### config.mk
export PLATFORM = sky130hd
export DESIGN_NAME = ws2812_led
export DESIGN_NICKNAME = d
export VERILOG_FILES = /design/src/rtl/ws2812_pkg.sv /design/src/rtl/ws2812_bit_tx.sv /design/src/rtl/ws2812_led.sv
export SDC_FILE = /design/constraint.sdc
export NUM_CORES = 1
export LEC_CHECK = 0
export CAP_MARGIN = 20
export CORE_ASPECT_RATIO = 0.5
export CORE_MARGIN = 4
export CORE_UTILIZATION = 60
export CTS_BUF_LIST = sky130_fd_sc_hd__clkbuf_16
export DETAILED_ROUTE_END_ITERATION = 12
export PLACE_DENSITY = 0.83
export SLEW_MARGIN = 20
export SYNTH_ARGS = -nofsm -noshare
export SYNTH_HDL_FRONTEND = slang
export SYNTH_SLANG_ARGS = --single-unit
### constraint.sdc
create_clock -name clk -period 5.1 [get_ports clk]
set_input_delay 1.02 -clock clk [delete_from_list [all_inputs] [get_ports clk]]
set_output_delay 1.02 -clock clk [all_outputs]
set_load 0.05 [all_outputs]
### src/rtl/ws2812_pkg.sv
// ---------------------------------------------------------------------------
// ws2812_pkg
// Shared constants and types for the WS2812 serial LED driver.
//   - Default pulse timing in 25 MHz clock cycles.
//   - Bits per LED (G, R, B bytes).
//   - Frame sequencer state encoding.
// ---------------------------------------------------------------------------
package ws2812_pkg;

    localparam int BITS_PER_LED       = 24;
    localparam int DEF_T0H_CYCLES     = 10;    // 400 ns
    localparam int DEF_T1H_CYCLES     = 20;    // 800 ns
    localparam int DEF_BIT_CYCLES     = 31;    // 1.24 us
    localparam int DEF_RESET_CYCLES   = 1500;  // 60 us latch gap

    typedef enum logic [1:0] {
        GAP  = 2'd0,
        HIGH = 2'd1,
        LOW  = 2'd2
    } state_t;

    function automatic int max_int(input int a, input int b);
        return (a > b) ? a : b;
    endfunction

endpackage

### src/rtl/ws2812_bit_tx.sv
// ---------------------------------------------------------------------------
// ws2812_bit_tx
// Generates one NRZ bit cell: high for T0H or T1H cycles depending on the
// bit value, then low until BIT cycles have elapsed.
// Ports:
//   clk, reset   : clock, asynchronous active-low reset
//   i_bit        : bit value, sampled on the clock where i_start is high
//   i_start      : begins a new bit cell on the next clock
//   o_pulse      : registered serial output level
//   o_high_last  : high during the last high cycle of the cell
//   o_done       : high during the last cycle of the cell; asserting
//                  i_start in that cycle gives seamless back-to-back bits
// ---------------------------------------------------------------------------
module ws2812_bit_tx #(
    parameter int T0H   = 10,
    parameter int T1H   = 20,
    parameter int BIT   = 31,
    parameter int CNT_W = 6
) (
    input  logic clk,
    input  logic reset,
    input  logic i_bit,
    input  logic i_start,
    output logic o_pulse,
    output logic o_high_last,
    output logic o_done
);

    localparam logic [CNT_W-1:0] C_T0H      = CNT_W'(T0H);
    localparam logic [CNT_W-1:0] C_T1H      = CNT_W'(T1H);
    localparam logic [CNT_W-1:0] C_BIT_LAST = CNT_W'(BIT - 1);
    localparam logic [CNT_W-1:0] C_ONE      = CNT_W'(1);

    logic             r_busy;
    logic             r_bit;
    logic [CNT_W-1:0] r_cnt;
    logic             r_pulse;
    logic             r_high_last;
    logic             r_done;

    logic [CNT_W-1:0] w_cnt_nxt;
    logic [CNT_W-1:0] w_high_len;
    logic [CNT_W-1:0] w_start_len;

    assign w_cnt_nxt   = r_cnt + C_ONE;
    assign w_high_len  = r_bit ? C_T1H : C_T0H;
    assign w_start_len = i_bit ? C_T1H : C_T0H;

    // Bit cell timer: r_cnt is the index of the current cycle within the cell;
    // strobes are precomputed one cycle early so they stay registered.
    always_ff @(posedge clk or negedge reset) begin
        if (!reset) begin
            r_busy      <= 1'b0;
            r_bit       <= 1'b0;
            r_cnt       <= '0;
            r_pulse     <= 1'b0;
            r_high_last <= 1'b0;
            r_done      <= 1'b0;
        end else if (i_start) begin
            r_busy      <= 1'b1;
            r_bit       <= i_bit;
            r_cnt       <= '0;
            r_pulse     <= 1'b1;
            r_high_last <= (w_start_len == C_ONE);
            r_done      <= 1'b0;
        end else if (r_busy) begin
            if (r_done) begin
                r_busy      <= 1'b0;
                r_cnt       <= '0;
                r_pulse     <= 1'b0;
                r_high_last <= 1'b0;
                r_done      <= 1'b0;
            end else begin
                r_cnt       <= w_cnt_nxt;
                r_pulse     <= (w_cnt_nxt < w_high_len);
                r_high_last <= (w_cnt_nxt == (w_high_len - C_ONE));
                r_done      <= (w_cnt_nxt == C_BIT_LAST);
            end
        end else begin
            r_pulse     <= 1'b0;
            r_high_last <= 1'b0;
            r_done      <= 1'b0;
        end
    end

    assign o_pulse     = r_pulse;
    assign o_high_last = r_high_last;
    assign o_done      = r_done;

endmodule

### src/rtl/ws2812_led.sv
// ---------------------------------------------------------------------------
// ws2812_led
// Continuous-refresh serial driver for a chain of WS2812 LEDs. Sends the
// 24*LED_CNT-bit image MSB first (LED 0 in the top 24 bits), then holds the
// line low for the latch gap, and repeats forever.
// Ports:
//   clk   : system clock (25 MHz nominal)
//   reset : asynchronous active-low reset; forces led_o low immediately
//   data  : colour image, sampled only on the last cycle of each gap
//   led_o : registered serial output to the first LED
// ---------------------------------------------------------------------------
module ws2812_led
    import ws2812_pkg::*;
#(
    parameter int LED_CNT      = 1,
    parameter int T0H_CYCLES   = DEF_T0H_CYCLES,
    parameter int T1H_CYCLES   = DEF_T1H_CYCLES,
    parameter int BIT_CYCLES   = DEF_BIT_CYCLES,
    parameter int RESET_CYCLES = DEF_RESET_CYCLES
) (
    input  logic                          clk,
    input  logic                          reset,
    input  logic [BITS_PER_LED*LED_CNT-1:0] data,
    output logic                          led_o
);

    localparam int DATA_W = BITS_PER_LED * LED_CNT;
    localparam int CNT_W  = $clog2(max_int(RESET_CYCLES, BIT_CYCLES) + 1);
    localparam int BCNT_W = $clog2(DATA_W);

    localparam logic [CNT_W-1:0]  C_GAP_LAST = CNT_W'(RESET_CYCLES - 1);
    localparam logic [CNT_W-1:0]  C_CNT_ONE  = CNT_W'(1);
    localparam logic [BCNT_W-1:0] C_BIT_TOP  = BCNT_W'(DATA_W - 1);
    localparam logic [BCNT_W-1:0] C_BIT_ONE  = BCNT_W'(1);

    generate
        if (!((T0H_CYCLES >= 1) && (T0H_CYCLES < T1H_CYCLES) &&
              (T1H_CYCLES < BIT_CYCLES) && (LED_CNT >= 1) && (RESET_CYCLES >= 1))) begin : g_bad_params
            $error("ws2812_led: illegal timing or LED_CNT parameters");
        end
    endgenerate

    state_t              r_state;
    state_t              w_next_state;
    logic [DATA_W-1:0]   r_shift;
    logic [BCNT_W-1:0]   r_bit_cnt;
    logic [CNT_W-1:0]    r_gap_cnt;

    logic w_start;
    logic w_bit;
    logic w_latch;
    logic w_shift;
    logic w_pulse;
    logic w_high_last;
    logic w_done;

    ws2812_bit_tx #(
        .T0H   (T0H_CYCLES),
        .T1H   (T1H_CYCLES),
        .BIT   (BIT_CYCLES),
        .CNT_W (CNT_W)
    ) u_bit_tx (
        .clk         (clk),
        .reset       (reset),
        .i_bit       (w_bit),
        .i_start     (w_start),
        .o_pulse     (w_pulse),
        .o_high_last (w_high_last),
        .o_done      (w_done)
    );

    // Next-state and datapath controls. The bit fed to the cell generator is
    // taken from data itself at the latch point and from the next shift
    // position when chaining, so it is valid on the same edge as the start.
    always_comb begin
        w_next_state = r_state;
        w_start      = 1'b0;
        w_bit        = r_shift[DATA_W-1];
        w_latch      = 1'b0;
        w_shift      = 1'b0;
        case (r_state)
            GAP: begin
                if (r_gap_cnt == C_GAP_LAST) begin
                    w_latch      = 1'b1;
                    w_start      = 1'b1;
                    w_bit        = data[DATA_W-1];
                    w_next_state = HIGH;
                end else begin
                    w_next_state = GAP;
                end
            end
            HIGH: begin
                if (w_high_last) begin
                    w_next_state = LOW;
                end else begin
                    w_next_state = HIGH;
                end
            end
            LOW: begin
                if (w_done) begin
                    if (r_bit_cnt == '0) begin
                        w_next_state = GAP;
                    end else begin
                        w_shift      = 1'b1;
                        w_start      = 1'b1;
                        w_bit        = r_shift[DATA_W-2];
                        w_next_state = HIGH;
                    end
                end else begin
                    w_next_state = LOW;
                end
            end
            default: begin
                w_next_state = GAP;
            end
        endcase
    end

    // State register, gap timer, shift register and bit counter.
    always_ff @(posedge clk or negedge reset) begin
        if (!reset) begin
            r_state   <= GAP;
            r_gap_cnt <= '0;
            r_shift   <= '0;
            r_bit_cnt <= '0;
        end else begin
            r_state <= w_next_state;
            if ((r_state == GAP) && (r_gap_cnt != C_GAP_LAST)) begin
                r_gap_cnt <= r_gap_cnt + C_CNT_ONE;
            end else begin
                r_gap_cnt <= '0;
            end
            if (w_latch) begin
                r_shift   <= data;
                r_bit_cnt <= C_BIT_TOP;
            end else if (w_shift) begin
                r_shift   <= {r_shift[DATA_W-2:0], 1'b0};
                r_bit_cnt <= r_bit_cnt - C_BIT_ONE;
            end else begin
                r_shift   <= r_shift;
                r_bit_cnt <= r_bit_cnt;
            end
        end
    end

    assign led_o = w_pulse;

endmodule

==> metrics.txt <==
residual DRC count=0; Critical Path AT=2.95 ns; CTS H-tree lvls=3; crit path kind=register to register; hold buffers post-CTS=0; via count=between 2000 and 2500; Die W=around 110 um; VDD IR-drop max=between 0.0002 and 0.00025 V; static leakage=between 1.5 and 2 nW; DRT iter0 DRCs=120; HPWL after detailed placement=about 4000 um; vias per cell=approximately 5.8; IO Port Bufs=26; Synth async-reset ratio=100.0%; Hold Path End=r_shift[11]; CP top delay family=simple AND/OR/NAND/NOR gates; Syn Std Cell Area=slightly below 3000 um2; worst skew pair latency=between 0.3 and 0.4 ns; status=finished, final reports clean; drt first pass iters=5; ANT cells=0; global-route wire length before repair=between 10000 and 15000 um; gr ovfl total=0; flop and latch count out of synthesis=57; Hold Fails Final Rpt=0; RR Endpoint=u_bit_tx.o_high_last; Hold Path Class=register to register; sequential share of the synthesized area=49.24%; setup TNS=0 ns; # IOs=27; Core Footprint=4531 um2; Placer Congestion=between 0.8 and 0.9; wirelength, routed=between 6000 and 7000 um; cell depth of the worst hold path=2; clock root buffer master=clkbuf_16; ys flop type=dfrtp_1; area grow syn2layout=19.40%; worst hold start=r_shift[11]; post-cts resize count=0; Post-synth EDFFs=0; clk sink count=57; R2R Setup Slk=between 2 and 2.5 ns; Largest stage delay, worst path=around 0.42 ns; Crit. End Element=register; # Max-Cap Violations=0; antenna-violating nets left=0; final net count=369; relative slew slack=52.64%; CP Launch Type=register; Buffers & Inverters on Critical Path=3; Levels on crit path=9; initial core utilization=about 64%; syn_nets=342; post-CTS setup buffers=0; largest net degree at the start of global routing=just under 60; Num CTS Buffers=9; Final min period=roughly 2.7 ns; fin. max-slew vios=0; GRT Util Overall=about a quarter; Max Root-Sink Buffers=2; Worst Path Required=around 5.3 ns; crit path cell chain=inv_1 -> ha_1 -> nor4b_2 -> nor2_2 -> buf_6 -> nor2_1 -> buf_4 -> nand4_1 -> nor4_1; Site Rows=17; Mapped Avg Cell Area=around 9.4 um2; crit-path max FO=24; Pwr Density=about 290 nW/um2; slew at the pin closest to its max-slew limit=slightly above 0.7 ns; Yosys Warn Count=0; Achievable Freq=roughly 370 MHz; endpoints failing setup=0; full die area=just over 6000 um2; clk_skew=0.008541 ns; worst r2r src=r_bit_cnt[0]; DIE HEIGHT=between 50 and 60 um; layout cells sized above 1=7.353%; drt wl/cell=roughly 16 um; Tcrit/Tclk final=a little over half; Reg clk slew, reported paths=roughly 0.050 ns; antenna violations before repair=0; CTS tree=done; distinct cell type count after synthesis=46; Crit-path slowest cell=nor4b_2; Post-Syn Instances=308; cell count of the worst reg-to-reg path=9; RSZ-0062 raised after global routing=no; vias in the first global route=approximately 2400; Core Util, Final=between 70 and 80%
==> layout by cell type (no fill, tap or decap), types with 9 or more instances in the layout <==
master,n
a22oi_1,23
clkbuf_16,9
clkdlybuf4s50_1,25
dfrtp_1,57
inv_1,12
nand2_1,63
nand3_1,9
nor2_1,33
nor3_1,10
xnor2_1,12
==> kinds of logic after synthesis <==
family	after synthesis	synth area share, %
AND/OR/NAND/NOR	144	23.41
flip-flops	57	49.24
AO/OA/AOI/OAI	50	12.57
buffers and inverters	25	3.758
XOR/XNOR	18	5.443
adder cells (fa/ha/maj)	8	3.456
multiplexers	6	2.117
==> power breakdown <==
part | leakage (nW) | internal, mW | switching, mW | total (mW)
Sequential | 0.662 | 0.453 | 0 | 0.453
Combinational | 0.735 | 0.0167 | 0.0115 | 0.0282
Clock | 0.136 | 0.317 | 0.196 | 0.514
==> worst max-delay path by stage <==
stage | start | end
final | r_bit_cnt[0] | u_bit_tx.o_high_last
after global placement | u_bit_tx.o_done | r_shift[1]
after global routing | r_bit_cnt[0] | u_bit_tx.o_high_last
after floorplan | r_gap_cnt[0] | r_shift[1]
after detailed placement | u_bit_tx.o_done | r_shift[1]
after CTS | u_bit_tx.o_done | r_shift[1]
==> Yosys cell counts, types with 2 or more instances <==
| master | number | share of area [%] |
|---|---|---|
| a211oi_1 | 2 | 0.52 |
| a21oi_1 | 6 | 1.0 |
| a22oi_1 | 23 | 6.0 |
| a2bb2oi_1 | 2 | 0.60 |
| and2_1 | 4 | 0.86 |
| and3_1 | 2 | 0.43 |
| buf_2 | 6 | 1.0 |
| buf_4 | 2 | 0.52 |
| clkbuf_1 | 6 | 0.78 |
| dfrtp_1 | 57 | 49 |
| ha_1 | 8 | 3.5 |
| inv_1 | 10 | 1.3 |
| mux2i_1 | 5 | 1.7 |
| nand2_1 | 63 | 8.2 |
| nand2b_1 | 6 | 1.3 |
| nand3_1 | 9 | 1.6 |
| nand4_1 | 2 | 0.43 |
| nor2_1 | 34 | 4.4 |
| nor3_1 | 10 | 1.7 |
| nor4_1 | 3 | 0.65 |
| o21ai_0 | 4 | 0.69 |
| o2bb2ai_1 | 4 | 1.2 |
| xnor2_1 | 12 | 3.6 |
| xor2_1 | 6 | 1.8 |
==> flip-flops by register name (all words and copies together) (netlist names) <==
name and flops:
r_shift 23, r_gap_cnt 11, u_bit_tx.r_cnt 11, r_bit_cnt 5, r_state 2, u_bit_tx.o_done 1, u_bit_tx.o_high_last 1, u_bit_tx.o_pulse 1
u_bit_tx.r_bit 1, u_bit_tx.r_busy 1
==> per-layer routing <==
metal / routed length (um) / track usage (%)
met5: 0 / 0
met4: 94 / 8.672
met3: 446 / 8.249
met2: 2936 / 37.44
met1: 2846 / 30.80
==> final cells by class <==
cell class | instances | area, um2
fillers | 310 | 1072
repair buffers | 30 | 289.0
clock inverters | 7 | 30.03
flip-flops and latches | 57 | 1426
clock buffers | 9 | 225.2
inverters | 11 | 41.29
multi-input cells | 226 | 1364
well taps | 66 | 82.58
==> tightest hold or removal path, stage by stage (launching register included) <==
cell and delay (ns):
dfrtp_1 0.34, nand2_1 0.05, nand2_1 0.06
==> metrics by stage <==
stage	instances	hold WS, ns	setup slack, ns	power (mW)	instance area (um2)
3_3_place_gp	389	0.4470	2.488	0.4890	3192
4_1_cts	405	0.4763	2.349	1.002	3447
2_1_floorplan	308	0.4329	3.196	0.4607	2897
6_report	406	0.4750	2.380	0.9950	3458
3_5_place_dp	389	0.4585	2.369	0.4893	3192
5_1_grt	406	0.5055	2.157	1.033	3458
(Power assumes the default switching activity.)
